<file path="src/rtl/pcs_pkg.sv">
// rtl/pcs_pkg.sv - shared 64b/66b PCS constants, block sync state type and header check
package pcs_pkg;

    localparam logic [1:0] SYNC_HDR_DATA = 2'b01;
    localparam logic [1:0] SYNC_HDR_CTRL = 2'b10;

    typedef enum logic [1:0] {
        TEST      = 2'd0,
        SLIP      = 2'd1,
        SLIP_WAIT = 2'd2
    } block_sync_state_t;

    function automatic logic is_valid_sh(input logic [1:0] hdr);
        return (hdr == SYNC_HDR_DATA) || (hdr == SYNC_HDR_CTRL);
    endfunction

endpackage

</file>
<file path="src/rtl/pcs_block_sync.sv">
// rtl/pcs_block_sync.sv - 64b/66b receive block lock state machine with gearbox slip requests
module pcs_block_sync
    import pcs_pkg::*;
#(
    parameter int HDR_WIDTH        = 2,
    parameter int SH_CNT_MAX       = 64,
    parameter int SH_INVALID_MAX   = 16,
    parameter int SLIP_WAIT_CYCLES = 32
) (
    input  logic                 i_clk,
    input  logic                 i_reset_n,
    input  logic [HDR_WIDTH-1:0] i_rx_hdr,
    input  logic                 i_rx_hdr_valid,
    output logic                 o_block_lock,
    output logic                 o_rx_slip,
    output logic                 o_sh_invalid
);

    localparam int CNT_W  = $clog2(SH_CNT_MAX + 1);
    localparam int INV_W  = $clog2(SH_INVALID_MAX + 1);
    localparam int WAIT_W = (SLIP_WAIT_CYCLES > 1) ? $clog2(SLIP_WAIT_CYCLES) : 1;

    localparam logic [CNT_W-1:0]  CNT_LAST  = CNT_W'(SH_CNT_MAX);
    localparam logic [INV_W-1:0]  INV_LAST  = INV_W'(SH_INVALID_MAX);
    localparam logic [WAIT_W-1:0] WAIT_LOAD = WAIT_W'(SLIP_WAIT_CYCLES - 1);

    block_sync_state_t state;
    logic [CNT_W-1:0]  sh_cnt;
    logic [INV_W-1:0]  sh_invalid_cnt;
    logic [WAIT_W-1:0] wait_cnt;

    logic              hdr_ok;
    logic [CNT_W-1:0]  cnt_next;
    logic [INV_W-1:0]  inv_next;

    always_comb begin
        hdr_ok   = is_valid_sh(i_rx_hdr);
        cnt_next = sh_cnt + CNT_W'(1);
        inv_next = hdr_ok ? sh_invalid_cnt : sh_invalid_cnt + INV_W'(1);
    end

    always_ff @(posedge i_clk or negedge i_reset_n) begin
        if (!i_reset_n) begin
            state          <= TEST;
            sh_cnt         <= '0;
            sh_invalid_cnt <= '0;
            wait_cnt       <= '0;
            o_block_lock   <= 1'b0;
            o_rx_slip      <= 1'b0;
            o_sh_invalid   <= 1'b0;
        end else begin
            o_rx_slip    <= 1'b0;
            o_sh_invalid <= 1'b0;
            case (state)
                TEST: begin
                    if (i_rx_hdr_valid) begin
                        o_sh_invalid   <= ~hdr_ok;
                        sh_cnt         <= cnt_next;
                        sh_invalid_cnt <= inv_next;
                        if (!o_block_lock && !hdr_ok) begin
                            state <= SLIP;
                        end else if (o_block_lock && (inv_next == INV_LAST)) begin
                            // Loss of lock takes priority over a window that completes on the same header.
                            o_block_lock <= 1'b0;
                            state        <= SLIP;
                        end else if (cnt_next == CNT_LAST) begin
                            // Unlocked windows only get here with zero invalid headers.
                            o_block_lock   <= 1'b1;
                            sh_cnt         <= '0;
                            sh_invalid_cnt <= '0;
                        end
                    end
                end
                SLIP: begin
                    o_rx_slip      <= 1'b1;
                    o_block_lock   <= 1'b0;
                    sh_cnt         <= '0;
                    sh_invalid_cnt <= '0;
                    wait_cnt       <= WAIT_LOAD;
                    state          <= SLIP_WAIT;
                end
                SLIP_WAIT: begin
                    if (wait_cnt == '0) begin
                        sh_cnt         <= '0;
                        sh_invalid_cnt <= '0;
                        state          <= TEST;
                    end else begin
                        wait_cnt <= wait_cnt - WAIT_W'(1);
                    end
                end
                default: begin
                    state <= TEST;
                end
            endcase
        end
    end

endmodule

</file>
<file path="config.mk">
export PLATFORM = sky130hd
export DESIGN_NAME = pcs_block_sync
export DESIGN_NICKNAME = d
export VERILOG_FILES = /design/src/rtl/pcs_pkg.sv /design/src/rtl/pcs_block_sync.sv
export SDC_FILE = /design/constraint.sdc
export NUM_CORES = 1
export LEC_CHECK = 0
export ABC_CLOCK_PERIOD_IN_PS = 2150
export CORE_AREA = 2 2 68 70
export CTS_CLUSTER_DIAMETER = 50
export CTS_CLUSTER_SIZE = 8
export DETAILED_ROUTE_END_ITERATION = 6
export DIE_AREA = 0 0 70 72
export PLACE_DENSITY_LB_ADDON = 0.15
export SKIP_LAST_GASP = 1
export SLEW_MARGIN = 20
export SYNTH_ARGS = -nofsm -noshare
export SYNTH_HDL_FRONTEND = slang
export SYNTH_SLANG_ARGS = --single-unit
</file>
<file path="constraint.sdc">
create_clock -name i_clk -period 2.15 [get_ports i_clk]
set_input_delay 0.43 -clock i_clk [delete_from_list [all_inputs] [get_ports i_clk]]
set_output_delay 0.43 -clock i_clk [all_outputs]
set_load 0.1 [all_outputs]
</file>
# ---- Yosys cells after proc, flatten, opt, wreduce, memory -nomap -nowiden
# Index checks and enable logic that the tools add are counted.
dict set report classes {
  n_addsub 3
  multipliers 0
  div 0
  order_cmp 0
  n_eq_ne 12
  n_shift 0
  muxes 28
  n_bitwise 1
  n_reduce_logical 14
}
# cell n
set ops {}
lappend ops {{$mux W5} 7}
lappend ops {{$mux W7} 5}
lappend ops {{$pmux W7 S3} 1}
lappend ops {{$pmux W5 S3} 1}
lappend ops {{$pmux W5 S2} 1}
lappend ops {{$mux W2} 4}
lappend ops {{$ne A2 B2 Y1 const B} 4}
lappend ops {{$add A7 B1 Y7 const B} 1}
lappend ops {{$eq A7 B7 Y1 const B} 1}
lappend ops {{$mux W1} 7}
lappend ops {{$ne A3 B3 Y1 const B} 2}
lappend ops {{$pmux W2 S3} 1}
lappend ops {{$reduce_and A3 Y1} 2}
lappend ops {{$add A5 B1 Y5 const B} 1}
lappend ops {{$eq A5 B5 Y1 const B} 1}
lappend ops {{$logic_not A5 Y1} 1}
lappend ops {{$sub A5 B1 Y5 const B} 1}
lappend ops {{$eq A2 B1 Y1 const B} 2}
lappend ops {{$eq A2 B2 Y1 const B} 2}
lappend ops {{$reduce_and A4 Y1} 1}
lappend ops {{$reduce_bool A2 Y1} 2}
lappend ops {{$reduce_bool A3 Y1} 1}
lappend ops {{$logic_and A1 B1 Y1} 2}
lappend ops {{$logic_not A1 Y1} 2}
lappend ops {{5 further kinds} 5}
dict set report totals {
  reg_bits 22
  latchBits 0
  mem_bits_rw 0
  mem_bits_ro 0
  input_bits 5
  output_inout_bits 3
  elab_cells 65
  mem_count 0
}

# ---- Depth between registers and ports, before layout
# Gate-level depths: netlist (run 1).
dict set report logic_depth {
  ltp_word 9
  ltp_mapped 8
  mapped_depth_nobuf 7
}

# ---- Least setup slack after synthesis (run 1)
# OpenSTA, ideal clock, no wires.
dict set report synth_path {
  kind {register to register}
  startpoint {reg o_block_lock}
  endpoint {reg sh_invalid_cnt[2]}
  setup_ps 83
  arrival_time_ps 1812
  required_time_ps 2067
  path_slack_ps 255
  stages_incl_launch_ff 5
  n_path_buf 0
  synth_period_minus_slack_ps 1895
  path_cell_list {dfrtp_1 -> nand2b_1 -> a41o_1 -> or4_1 -> o21ai_0}
}
dict set report synth_between {
  elab_chain_len 5
  elab_cells_between_ends 7
  classes_between {mux: 4; reduce/logical: 3}
}
# item line
set synth_rtl {}
lappend synth_rtl {{start, declared} pcs_block_sync.sv:14} ;# output logic o_block_lock,
lappend synth_rtl {{start signal, assigned} pcs_block_sync.sv:48} ;# o_block_lock <= 1'b0;
lappend synth_rtl {{start signal, assigned} pcs_block_sync.sv:64} ;# o_block_lock <= 1'b0;
lappend synth_rtl {{start signal, assigned} pcs_block_sync.sv:68} ;# o_block_lock <= 1'b1;
lappend synth_rtl {{$logic_and A1 B1 Y1 / $logic_not A1 Y1 (equally long branches)} {pcs_block_sync.sv:62, pcs_block_sync.sv:60}}
lappend synth_rtl {{$mux W5 / $logic_and A1 B1 Y1 (equally long branches)} {pcs_block_sync.sv:62, pcs_block_sync.sv:60}}
lappend synth_rtl {{$mux W5 (*)} pcs_block_sync.sv:60} ;# if (!o_block_lock && !hdr_ok) begin
lappend synth_rtl {{$mux W5 (*)} pcs_block_sync.sv:56} ;# if (i_rx_hdr_valid) begin
lappend synth_rtl {{$pmux W5 S3 (*)} pcs_block_sync.sv:54} ;# case (state)
lappend synth_rtl {{end signal, assigned} pcs_block_sync.sv:59} ;# sh_invalid_cnt <= inv_next;
lappend synth_rtl {{end, declared} pcs_block_sync.sv:29} ;# logic [INV_W-1:0] sh_invalid_cnt;
# Every way passes the cells marked *; elsewhere a longest branch is shown, timed or not. The select of a mux whose other input is x is not followed.
# A chain may end at the register's enable or synchronous reset.

# ---- Worst setup path in the final report (run 1)
dict set report layout_path {
  startpoint {in i_rx_hdr[1]}
  endpoint {reg o_block_lock}
}
dict set report layout_between {
  elab_chain_len 9
  elab_cells_between_ends 15
  classes_between {eq/ne: 5; mux: 5; reduce/logical: 5}
}
# item line
set layout_rtl {}
lappend layout_rtl {{start, declared} pcs_block_sync.sv:12} ;# input logic [HDR_WIDTH-1:0] i_rx_hdr,
lappend layout_rtl {{$eq A2 B1 Y1 / $eq A2 B2 Y1 (equally long branches)} pcs_pkg.sv:14} ;# return (hdr == SYNC_HDR_DATA) || (hdr == SYNC_HDR_CTRL);
lappend layout_rtl {{$logic_or A1 B1 Y1 (*)} pcs_pkg.sv:14}
lappend layout_rtl {{$mux W5} pcs_block_sync.sv:39} ;# inv_next = hdr_ok ? sh_invalid_cnt : sh_invalid_cnt + INV_W'(1);
lappend layout_rtl {{$eq A5 B5 Y1} pcs_block_sync.sv:62} ;# end else if (o_block_lock && (inv_next == INV_LAST)) begin
lappend layout_rtl {{$logic_and A1 B1 Y1} pcs_block_sync.sv:62}
lappend layout_rtl {{$mux W1} pcs_block_sync.sv:62}
lappend layout_rtl {{$mux W1} pcs_block_sync.sv:60}
lappend layout_rtl {{$mux W1} pcs_block_sync.sv:56}
lappend layout_rtl {{$pmux W1 S2} pcs_block_sync.sv:54}
lappend layout_rtl {{end signal, assigned} pcs_block_sync.sv:64}
lappend layout_rtl {{end signal, assigned} pcs_block_sync.sv:68}
lappend layout_rtl {{end signal, assigned} pcs_block_sync.sv:76} ;# o_block_lock <= 1'b0;
# Marked as above.

==> results of run 1 <==
[how the worst max path moves through the flow]
stage | cells after the start | to | slack [ns] | from
6_report | 7 | o_block_lock$_DFFE_PN0P_ | 0.13 | i_rx_hdr[1]
2_1_floorplan | 4 | sh_invalid_cnt[2]$_DFFE_PN0P_ | 0.26 | o_block_lock$_DFFE_PN0P_
3_5_place_dp | 6 | o_block_lock$_DFFE_PN0P_ | -0.15 | i_rx_hdr[1]
5_1_grt | 7 | sh_cnt[1]$_DFFE_PN0P_ | 0.01 | i_rx_hdr[1]
4_1_cts | 6 | o_block_lock$_DFFE_PN0P_ | 0.13 | i_rx_hdr[1]
3_3_place_gp | 7 | o_block_lock$_DFFE_PN0P_ | -0.09 | i_rx_hdr[1]
[per-stage QoR]
| stage | worst slack [ns] | utilization, % | TNS [ns] | hold slack (ns) | total power, µW |
|---|---|---|---|---|---|
| after detailed placement | -0.153 | 38.6 | -0.625 | 0.473 | 1610 |
| after CTS | 0.131 | 39.9 | 0 | 0.485 | 1910 |
| after floorplan | 0.255 | - | 0 | 0.134 | 1320 |
| final | 0.135 | 40.6 | 0 | 0.485 | 1910 |
| after global routing | 0.0129 | 40.6 | 0 | 0.490 | 2100 |
| after global placement | -0.0908 | 38.6 | -0.341 | 0.465 | 1590 |
[metal layers]
layer / wire length [µm] / vias to the layer above / global-route usage, %
li1: - / 615 / -
met4: 20 / 0 / 4.49
met2: 1320 / 14 / 20.1
met3: 85 / 2 / 2.08
met1: 1460 / 570 / 17.9
met5: 0 / - / 0
[power groups by stage]
| stage | Clock [µW] | Sequential, µW | Combinational (µW) |
|---|---|---|---|
| floorplan | 0 | 748 | 571 |
| global placement | 0 | 695 | 894 |
| detailed placement | 0 | 700 | 908 |
| CTS | 312 | 691 | 910 |
| global route | 322 | 721 | 1050 |
| finish | 299 | 695 | 921 |
[state kept, by name, summed over array words and instances (netlist names)]
name,flops
sh_cnt,7
wait_cnt,5
sh_invalid_cnt,5
o_rx_slip,1
o_block_lock,1
o_sh_invalid,1
state,2
[synthesized netlist by cell type (2+ instances only)]
library cell   n
dfrtp_1       22
nand2_1       22
o21ai_0       14
inv_1         12
nor2_1        10
a21oi_1        9
ha_1           8
nand3_1        7
mux2i_1        4
and3_1         3
clkbuf_1       3
nand2b_1       3
nor3_1         3
xnor2_1        3
a22oi_1        2
a41o_2         2
nand4_1        2
nor2b_1        2
nor4b_1        2
o31ai_1        2
xor2_1         2
[cell type report]
class                   count  area, µm²  share of cell area [%]
inverters                  12       45.0                    2.60
multi-input cells         120        840                    48.5
clock buffers               4       55.1                    3.18
flip-flops and latches     22        551                    31.8
repair buffers             22        175                    10.1
well taps                  52       65.1                    3.76
[cells by family (layout without fill, tap and decap cells)]
group | after synthesis | after routing | share of synthesized area, %
compound gates | 41 | 41 | 21.5
fa+ha+maj | 8 | 8 | 6.97
xor+xnor | 5 | 5 | 3.05
mux | 4 | 4 | 2.79
flops | 22 | 22 | 38.4
buf+inv | 17 | 38 | 5.06
simple gates | 62 | 62 | 22.2
==> key figures, run 1 <==
Timing
  – RSZ-0062 raised after global routing: false
  – Clock Skew: 0.00830 ns
  – Final Max Slew Viols: 0
  – Final setup vio count: 0
  – Slew at the pin closest to its max-slew limit: 0.332 ns
  – Hold Vio Cnt, Final: 0
  – Final min period: 2.02 ns
  – Final period util: 93.7%
  – Max_slew headroom: around 78%
  – Fmax: about 0.5 GHz

Synthesis
  – Top FF cell, synth: dfrtp_1
  – Cell taking the most area after synthesis: dfrtp_1
  – Synth area leaders: dfrtp_1, ha_1, nand2_1
  – Syn nets: 172
  – Number of distinct library cells after synthesis: 43
  – Fraction of registers with async set/reset: 100%
  – Seq/Total Area, Yosys: 38.4%
  – Number of synthesized register bits: 22
  – Mapped Area: 1440 µm²
  – Number of synthesized flops with an enable pin: 0
  – Gate Count Post-Synth: 159
  – Syn_area_per_cell: 9.03 µm²
  – Top cell type's share of synthesized area: 38.4%
  – Yosys warning count: 0

Placement
  – Post-placement cell count: 228
  – Number of buffers added on ports: 7
  – GP Congestion: slightly below 0.8
  – Placed cell area: 1650 µm²
  – DP HPWL: 2180 µm

Worst setup path
  – R2R Path Start: wait_cnt[0]$_DFFE_PN0P_
  – Top delay family on crit path: compound AO/OA/AOI/OAI gates
  – Slowest-stage cell, CP: clkdlybuf4s50_1
  – Critical Path End Type: flip-flop
  – R2R Setup Slk: just under 0.3 ns
  – Startpoint types: input pin
  – Crit-path max cell delay: around 0.47 ns
  – FF-to-FF path depth: 7
  – R2R Path End: sh_cnt[0]$_DFFE_PN0P_
  – CP Cell Sequence: clkdlybuf4s50_1, xor2_1, buf_4, o21a_1, a211oi_4, nand2_1, a41o_2
  – Max Fanout on Critical Path: 7
  – CP Class: input pin to flip-flop
  – Critical path arrival: 2.17 ns
  – Required @ worst endpoint: around 2.3 ns
  – CP Buf/Inv Count: 2

Detailed routing
  – DRC viols: 0
  – Initial DRC count: 60
  – Vias per cell: between 5 and 6
  – Detailed-route via count: around 1.2k
  – Antenna violation net count after detailed routing: 0
  – DR pass1 iterations: 5
  – Drt total wl: 2890 µm
  – Wire per inst: between 10 and 15 µm

Clock tree
  – Htree depth: 1
  – Hold buffer count at CTS: 0
  – TritonCTS clock tree: yes
  – Number of setup buffers added after CTS: 0
  – Clock slew at reported path FFs: 0.09 ns
  – Clock Sinks: 22
  – Clk_lat worst skew: 0.26 ns
  – Clk root buf: clkbuf_8
  – CTS resizes: 0
  – Total CTS buffers: 3
  – Clock buffer depth: 2

Layout
  – Nets: ~190
  – Final Cell Area: between 1500 and 2000 µm²
  – Layout cell share with drive strength beyond 1: 18.3%
  – Diode count: 0
  – Synthesis-to-finish area growth: 20.6%
  – Fillcell total: 445
  – Commonest non-fill, non-tap cells in the layout: nand2_1, dfrtp_1, buf_4
  – Layout Cells excl Fill: 232

Power and ir drop
  – Maximum VDD drop: 0.293 mV
  – Sequential power share: 36.3%
  – Switching part of the total: 44.1%
  – Clock Power Share: 15.6%
  – Int Pwr: 1070 µW
  – Gate power share: 48.1%
  – Sw power: between 800 and 900 µW
  – PD cells: approximately 1100 nW/µm²
  – P_leak: around 0.0008 µW

Status
  – Run status: completed

Hold path
  – Min-Delay Path Class: flip-flop to flip-flop
  – Worst Hold Depth: 1
  – Worst hold start: wait_cnt[0]$_DFFE_PN0P_
  – Hold path endpoint: wait_cnt[0]$_DFFE_PN0P_

GRT
  – Largest net degree at the start of global routing: 23
  – Initial antenna violation count: 0
  – Gr usage total: approximately an eighth
  – Total gr overflow: 0
  – Vias in the first global route: between 1k and 1.5k
  – First-pass GRT wire length: 5230 µm

Floorplanning
  – Initial Util: 33.7%
  – Die area: about 5000 µm²
  – IO Count: 8
  – Die W: 70 µm
  – Core area: 4260 µm²
  – FP Rows: 24
  – Die H: 72 µm

Flow run
  – Max-cap violation count: 0
No activity file was read; power rests on OpenSTA's default activity.
==> inputs of run 2 (changes only) <==
- ABC_AREA: default -> 0
- CORE_AREA: 2 2 68 70 -> 2 2 53 55
- DIE_AREA: 0 0 70 72 -> 0 0 55 57
==> run 2 against run 1 <==
Compared with the run above: critical path depth is the same; die area is 38% lower; clock skew decreased by 0.0066 ns; highest routed layer unchanged; critical endpoint unchanged; worst hold slack worse by 0.050 ns.
==> key figures, run 2 (synthesis results as in run 1) <==
Worst setup path
  – CP Class: input pin to flip-flop
  – R2R Path Start: wait_cnt[0]$_DFFE_PN0P_
  – Critical Path End Type: flip-flop
  – Max Fanout on Critical Path: 5
  – Critical path arrival: 2.21 ns
  – Required @ worst endpoint: 2.38 ns
  – Worst Setup SP: i_rx_hdr[1]
  – Startpoint types: input pin

Floorplanning
  – Die W: 55 µm
  – FP Rows: 19
  – Die area: 3140 µm²
  – IO Count: 8
  – Initial Util: 54.9%
  – Die H: about 57 µm
  – Core area: 2620 µm²

Power and ir drop
  – P_leak: 0.000793 µW
  – Maximum VDD drop: 0.819 mV
  – PD cells: 1140 nW/µm²

Layout
  – Layout cell share with drive strength beyond 1: 19.6%
  – Diode count: 0
  – Largest regs: sh_cnt (7), sh_invalid_cnt (5), wait_cnt (5)
  – Commonest non-fill, non-tap cells in the layout: nand2_1, dfrtp_1, buf_4
  – Biggest register: sh_cnt
  – Nets: 198
  – Synthesis-to-finish area growth: 19.4%
  – Layout Cells excl Fill: 215
  – Max reg flops: 7

Timing
  – RSZ-0062 raised after global routing: false
  – Max_slew headroom: between 70% and 80%
  – Final Max Slew Viols: 0
  – Clock Skew: 0.00175 ns
  – Post-route setup TNS: 0 ns
  – Final setup vio count: 0
  – Final period util: 92.1%
  – Hold Vio Cnt, Final: 0
  – Fmax: about 0.51 GHz
  – Slew at the pin closest to its max-slew limit: 0.389 ns
  – Final min period: 1.98 ns

Detailed routing
  – Antenna violation net count after detailed routing: 0
  – DRC viols: 0
  – Wire per inst: about 15 µm
  – Initial DRC count: 37
  – Drt total wl: 3140 µm
  – DR pass1 iterations: 5
  – Detailed-route via count: 1287
  – Vias per cell: between 5 and 6

Clock tree
  – Total CTS buffers: 3
  – Number of setup buffers added after CTS: 0
  – Clock Sinks: 22
  – Clock slew at reported path FFs: 0.13 ns
  – Clk root buf: clkbuf_4
  – Htree depth: 1
  – Clock buffer depth: 2
  – Clk_lat worst skew: 0.32 ns
  – TritonCTS clock tree: yes

Placement
  – Number of buffers added on ports: 7
  – DP HPWL: 2240 µm
  – Post-placement cell count: 211
  – GP Congestion: 0.804

GRT
  – Total gr overflow: 0
  – Gr usage total: 22.3%
  – Initial antenna violation count: 0
  – First-pass GRT wire length: 5080 µm
  – Largest net degree at the start of global routing: 23
  – Vias in the first global route: 1196

Flow run
  – Max-cap violation count: 0

Status
  – Run status: completed

Hold path
  – Min-Delay Path Class: input pin to asynchronous set/reset pin
[run 2: cell type report]
cell class / instances / area, µm²
clock buffer: 3 / 22.5
clock inverter: 1 / 30.0
tap: 31 / 38.8
sequential: 22 / 551
multi-input combinational: 120 / 821
fill: 217 / 902
inverter: 12 / 45.0
timing repair buffer: 26 / 205
[run 2: path summary, 6_finish.rpt]
kind / end / cells after the start / slack, ns
setup / recovery: o_block_lock$_DFFE_PN0P_ / 7 / 0.17
min in group i_clk: wait_cnt[0]$_DFFE_PN0P_ / 1 / 0.50
hold reg to reg: wait_cnt[0]$_DFFE_PN0P_ / 1 / 0.50
hold / removal: wait_cnt[2]$_DFFE_PN0P_ / 2 / 0.43
max in group asynchronous: sh_cnt[5]$_DFFE_PN0P_ / 2 / 1.49
setup reg to reg: sh_cnt[0]$_DFFE_PN0P_ / 7 / 0.21
[run 2: timing repair]
action	4_1_cts	5_1_grt
hold buffers	0	0
endpoints found under the setup margin	0	1
resized for setup	0	1
[run 2: worst max-delay path, stage by stage]
cell and delay [ns]:
clkdlybuf4s50_1 0.43, buf_4 0.15, xnor2_1 0.26, nand4_1 0.18, a211oi_4 0.35, nand2_1 0.15
a41o_2 0.26
[run 2: per-layer routing]
metal / GRT usage, % / vias to the layer above / wire length (µm)
met4: 10.8 / 0 / 40
met5: 0 / - / 0
met2: 35.7 / 32 / 1580
li1: - / 620 / -
met3: 2.62 / 4 / 127
met1: 29.3 / 631 / 1390
[run 2: where the power goes]
part	switching [µW]	total (µW)	internal, µW	leakage [µW]
Combinational	562	927	364	0.000493
Sequential	163	701	537	0.000273
Clock	141	330	189	0.0000279
Total	867	1960	1090	0.000793
[run 2: metrics by stage]
stage | hold slack, ns | total power (µW) | utilization [%] | instance area (µm²) | worst slack, ns
after floorplan | 0.134 | 1320 | - | 1440 | 0.255
after global placement | 0.455 | 1570 | 63.2 | 1650 | -0.0926
after detailed placement | 0.473 | 1620 | 63.2 | 1650 | -0.177
after CTS | 0.438 | 1950 | 65.2 | 1700 | 0.158
after global routing | 0.484 | 2110 | 65.5 | 1710 | 0.0140
final | 0.435 | 1960 | 65.5 | 1710 | 0.170
==> RTL edit 1: new RTL, settings of run 1 <==
`SH_CNT_MAX`: 64 -> 128.
--- a/src/rtl/pcs_block_sync.sv
+++ b/src/rtl/pcs_block_sync.sv
@@ -3,7 +3,7 @@
     import pcs_pkg::*;
 #(
     parameter int HDR_WIDTH        = 2,
-    parameter int SH_CNT_MAX       = 64,
+    parameter int SH_CNT_MAX       = 128,
     parameter int SH_INVALID_MAX   = 16,
     parameter int SLIP_WAIT_CYCLES = 32
 ) (
Formal check against the unedited RTL: same outputs for any inputs over 10 cycles, from zero or initial values and one cycle with i_reset_n low; that may be too few to reach the edited logic, so the function may still have changed.
==> RTL edit 1 against run 1 <==
Sequential cell count grew 1; cell area grew 4.1%; count of clock-buffer cells in the layout is the same; global-route usage grew 2.0 points; wire length grew 19%; power grew 25%; worst setup slack gained 0.040 ns; area after synthesis grew 5.0%; critical endpoint is now sh_invalid_cnt[4].
==> RTL edit 1: results (changes against run 1) <==
stage	metric	value	unit	change
drt	DRT Pass-1 Iters	4		was 5
critical_path	FF-to-FF setup slack	0.17	ns	was 0.29 ns
yosys	largest cells by area after synthesis	dfrtp_1, ha_1, nand2_1		unchanged
placed_design	post-DP HPWL	2550	um	was 2180 um
drt	Post-Route WL	3430	um	was 2890 um
timing	slew margin rel.	76.9	%	was 77.5%
placed_design	Placer Congestion	0.877		was 0.769
critical_path	R2R Path End	sh_invalid_cnt[4]		was sh_cnt[0]
global_route	largest net degree at the start of global routing	24		was 23
power_and_ir_drop	maximum VDD drop	0.512	mV	was 0.293 mV
power_and_ir_drop	Static Leak	0.766	nW	was 0.782 nW
finish	Fillers	429		was 445
outcome	status	complete, no violations		unchanged
critical_path	critical path's slowest cell	dfrtp_1		was clkdlybuf4s50_1
finish	nets@finish	205		was 194
critical_path	CP arrival	2.14	ns	was 2.17 ns
yosys	Synth Area in Adders	6.64	%	was 6.97%
yosys	Syn Nets	186		was 172
placed_design	placed cell area	0.00172	sq mm	was 0.00165 sq mm
yosys	top cells by instance count after synthesis	nand2_1, dfrtp_1, o21ai_0, a21oi_1, inv_1		was dfrtp_1, nand2_1, o21ai_0, inv_1, nor2_1
critical_path	r2r worst-path depth	6		was 7
yosys	Distinct cells, synth	44		was 43
drt	vias per cell	5.38		was 5.18
yosys	xor/xnor share of the synthesized area	3.99	%	was 3.05%
timing	Worst Skew	0.00382	ns	was 0.00830 ns
yosys	register area share after synthesis	38.2	%	was 38.4%
global_route	first-pass GRT wire length	6010	um	was 5230 um
global_route	GRT Util Overall	14.8	%	was 12.8%
yosys	mux cell area share after synthesis	1.33	%	was 2.79%
yosys	post-synthesis compound-gate area fraction	22.7	%	was 21.5%
placed_design	dpl ws	-0.288	ns	was -0.153 ns
critical_path	reg2reg start	sh_invalid_cnt[0]		was wait_cnt[0]
finish	share of cells above drive strength 1	17.3	%	was 18.3%
## RTL edit 1: stage by stage
stage,std cells,TNS (ns),hold slack (ns)
finish,243,0,0.515
detailed placement,239,-2.56,0.502
global route,243,0,0.528
floorplan,173,0,0.134
global placement,239,-1.99,0.492
CTS,243,0,0.515
## RTL edit 1: timing repair
action	in CTS	in global routing
buffers inserted	0	0
endpoints found under the setup margin	2	9
resized for setup	1	6
pin swaps	1	2
## RTL edit 1: kinds of logic after synthesis
kind of cell	count (synthesis)
AND/OR/NAND/NOR	68
multiplexers	2
XOR/XNOR	6
flip-flops	23
adder cells (fa/ha/maj)	8
buffers and inverters	17
AO/OA/AOI/OAI	49
## RTL edit 1: area by class of cell
cell class	count	area [sq um]	share of cell area [%]
timing repair buffer	20	178	9.86
sequential	23	576	31.9
clock buffer	4	45.0	2.50
inverter	11	41.3	2.29
tap	52	65.1	3.61
multi-input combinational	133	897	49.8
## RTL edit 1: worst max-delay path by stage
stage,from,end,slack (ns)
final,sh_invalid_cnt[0],sh_invalid_cnt[4],0.17
after global routing,sh_cnt[3],sh_invalid_cnt[0],0.0009
after CTS,i_rx_hdr[1],sh_cnt[0],0.004
after detailed placement,i_rx_hdr[1],sh_invalid_cnt[4],-0.29
after global placement,i_rx_hdr[0],sh_cnt[1],-0.21
after floorplan,o_block_lock,sh_invalid_cnt[4],0.05
## RTL edit 1: routing by layer
| metal | wire length [um] | GRT usage (%) | share of wire, % | up-vias |
|---|---|---|---|---|
| li1 | - | - | - | 656 |
| met1 | 1610 | 20.4 | 47 | 617 |
| met3 | 113 | 1.39 | 3.3 | 8 |
| met5 | 0 | 0 | 0 | - |
| met4 | 77 | 6.62 | 2.2 | 0 |
| met2 | 1630 | 23.7 | 48 | 26 |
## RTL edit 1: where the power goes
part	leakage, nW	internal (mW)	switching, mW
logic	0.461	0.514	0.787
clock network	0.0228	0.132	0.134
registers	0.282	0.599	0.230
## RTL edit 1: worst max-delay path: cells and delay by family (launching register included)
kind                     cells  cell delay (ns)
AND/OR/NAND/NOR              1             0.21
adder cells (fa/ha/maj)      1             0.35
buffers and inverters        1             0.19
flip-flops                   1             0.47
AO/OA/AOI/OAI                3             0.66
==> RTL edit 2: new RTL, config.mk and constraints of run 1 <==
Made on the original files. Re-encode `block_sync_state_t` (3 states) as one-hot, 3 bits wide.
--- a/src/rtl/pcs_pkg.sv
+++ b/src/rtl/pcs_pkg.sv
@@ -4,10 +4,10 @@
     localparam logic [1:0] SYNC_HDR_DATA = 2'b01;
     localparam logic [1:0] SYNC_HDR_CTRL = 2'b10;
 
-    typedef enum logic [1:0] {
-        TEST      = 2'd0,
-        SLIP      = 2'd1,
-        SLIP_WAIT = 2'd2
+    typedef enum logic [2:0] {
+        TEST      = 3'b001,
+        SLIP      = 3'b010,
+        SLIP_WAIT = 3'b100
     } block_sync_state_t;
 
     function automatic logic is_valid_sh(input logic [1:0] hdr);
Function: same outputs for any inputs over 10 cycles, from zero or initial values and one cycle with i_reset_n low; not proved beyond that.
==> RTL edit 2 against run 1 <==
Area after synthesis decreased by 7.4%; non-clock buffer count decreased by 3; global-route usage decreased by 0.61 points; count of clock-buffer cells in the layout decreased by 1; worst setup slack improved by 0.044 ns; wire length decreased by 2.1%; sequential cell count increased by 1; cell area decreased by 7.3%.
Power is not compared: it rests on default switching activity, and its combinational part moved more than twofold at a synthesized area within 25%.
==> RTL edit 2: results (changes against run 1) <==
stage	metric	value	unit	change
outcome	status	complete, no violations		unchanged
min_path	worst hold path type	in2async		was reg2reg
drt	vias per cell	5.01		was 5.18
drt	DRT Pass-1 Iters	4		was 5
placed_design	cell total after placement	211		was 228
clock_network	H-Tree Depth	1		unchanged
yosys	Post-synth EDFFs	0		unchanged
finish	Post-Layout Cell Count	215		was 232
yosys	Ys Warns	0		unchanged
yosys	Post-synth ARST share	100	%	unchanged
clock_network	latest clock arrival within the worst-skew pair	0.27	ns	
clock_network	setup bufs post-CTS	0		unchanged
yosys	ys flop type	dfrtp_1		unchanged
power_and_ir_drop	Static Leak	0.711	nW	
clock_network	register clock-pin slew on the reported worst setup and hold paths	0.09	ns	about the same
global_route	first-pass GRT wire length	4760	um	was 5230 um
placed_design	dpl ws	-0.281	ns	was -0.153 ns
yosys	Syn Nets	151		was 172
finish	nets@finish	173		was 194
placed_design	Placer Congestion	0.808		was 0.769
critical_path	CP arrival	2.13	ns	was 2.17 ns
global_route	initial antenna violation count	0		unchanged
power_and_ir_drop	maximum VDD drop	0.463	mV	
clock_network	CTS Buffer Depth	2		unchanged
yosys	top cells by instance count after synthesis	dfrtp_1, nand2_1, o21ai_0, nor2_1		was dfrtp_1, nand2_1, o21ai_0, inv_1, nor2_1
placed_design	placed cell area	0.00154	sq mm	was 0.00165 sq mm
critical_path	slowest stage delay, CP	0.40	ns	was 0.47 ns
timing	Worst Skew	0.00130	ns	was 0.00830 ns
power_and_ir_drop	Net Sw Frac	37.0	%	
finish	ANT cells	0		unchanged
global_route	number of global-route vias before repair	981		was 1128
finish	share of cells above drive strength 1	20.2	%	was 18.3%
floorplan	die area	0.00504	sq mm	unchanged
drt	Initial DRC Count	24		was 60
finish	Fillers	455		was 445
placed_design	post-DP HPWL	2090	um	was 2180 um
clock_network	clk root buf	clkbuf_8		unchanged
yosys	register area share after synthesis	43.4	%	was 38.4%
placed_design	I/O Buffers	7		unchanged
clock_network	Num CTS Buffers	3		unchanged
timing	actual slew at the worst max-slew pin	0.324	ns	was 0.332 ns
drt	per-cell routed wire length	13.2	um	was 12.5 um
global_route	GRT Util Overall	12.2	%	was 12.8%
global_route	largest net degree at the start of global routing	24		was 23
critical_path	CP Max Fanout	4		was 7
critical_path	critical path's slowest cell	dfrtp_1		was clkdlybuf4s50_1
yosys	syn avg cell area	9.36	sq um	was 9.03 sq um
finish	Top Registers	sh_cnt: 7 flops, sh_invalid_cnt: 5 flops, wait_cnt: 5 flops		unchanged
yosys	Distinct cells, synth	44		was 43
yosys	largest cells by area after synthesis	dfrtp_1, o21ai_0, nand2_1		was dfrtp_1, ha_1, nand2_1
-- RTL edit 2: repair_timing --
| item | in CTS | in global routing |
|---|---|---|
| endpoints found under the hold margin | 0 | 0 |
| gates resized for setup | 0 | 5 |
| hold buffers | 0 | 0 |
| setup endpoints to repair | 0 | 8 |
-- RTL edit 2: power groups by stage --
stage / Sequential [mW] / Combinational (mW) / Clock [mW]
3_5_place_dp: 0.663 / 0.387 / 0
4_1_cts: 0.656 / 0.389 / 0.304
3_3_place_gp: 0.660 / 0.370 / 0
5_1_grt: 0.685 / 0.441 / 0.320
2_1_floorplan: 0.657 / 0.246 / 0
6_report: 0.662 / 0.386 / 0.282
-- RTL edit 2: area by class of cell --
class / instances / area share (%)
Multi-Input combinational cell: 110 / 45.4
Sequential cell: 23 / 36.0
Timing Repair Buffer: 19 / 9.83
Tap cell: 52 / 4.06
Clock buffer: 3 / 2.57
Inverter: 7 / 1.64
Clock inverter: 1 / 0.468
-- RTL edit 2: path summary, 6_finish.rpt --
kind,slack [ns],to,from,depth (start not counted)
worst max-delay path,0.18,wait_cnt[4],wait_cnt[0],9
worst min-delay path,0.51,sh_cnt[4],i_reset_n,2
worst max register to register,0.18,wait_cnt[4],wait_cnt[0],9
worst min register to register,0.51,wait_cnt[0],wait_cnt[0],1
max in group asynchronous,1.35,state[0],i_reset_n,2
min in group i_clk,0.51,wait_cnt[0],wait_cnt[0],1
-- RTL edit 2: per-stage QoR --
stage	utilization (%)	setup TNS, ns
floorplan	-	0
global placement	36.1	-1.48
detailed placement	36.1	-1.76
CTS	37.2	0
global route	37.6	-0.0454
finish	37.6	0
-- RTL edit 2: logic make-up (layout without fill, tap and decap cells) --
group                    Yosys count  after routing  share of synthesized area [%]
AO/OA/AOI/OAI                     39             39                           20.0
XOR/XNOR                           5              5                           4.43
adder cells (fa/ha/maj)            4              4                           3.77
buffers and inverters              9             30                           2.64
flip-flops                        23             23                           43.4
multiplexers                       1              1                          0.753
AND/OR/NAND/NOR                   61             61                           25.0
-- RTL edit 2: critical path, delay by kind of cell (launching register included) --
kind / cells / cell delay (ns)
and+or+nand+nor: 5 / 0.92
DFF: 1 / 0.40
buffers and inverters: 2 / 0.22
adders and majority gates: 1 / 0.19
xor gates and xnor gates: 1 / 0.13
-- RTL edit 2: metal layers --
metal | up-vias | GRT usage [%] | wire length, um
li1 | 558 | - | -
met1 | 508 | 16.5 | 1380
met2 | 10 | 19.2 | 1350
met3 | 2 | 3.47 | 76
met4 | 0 | 3.21 | 19
met5 | - | 0 | 0
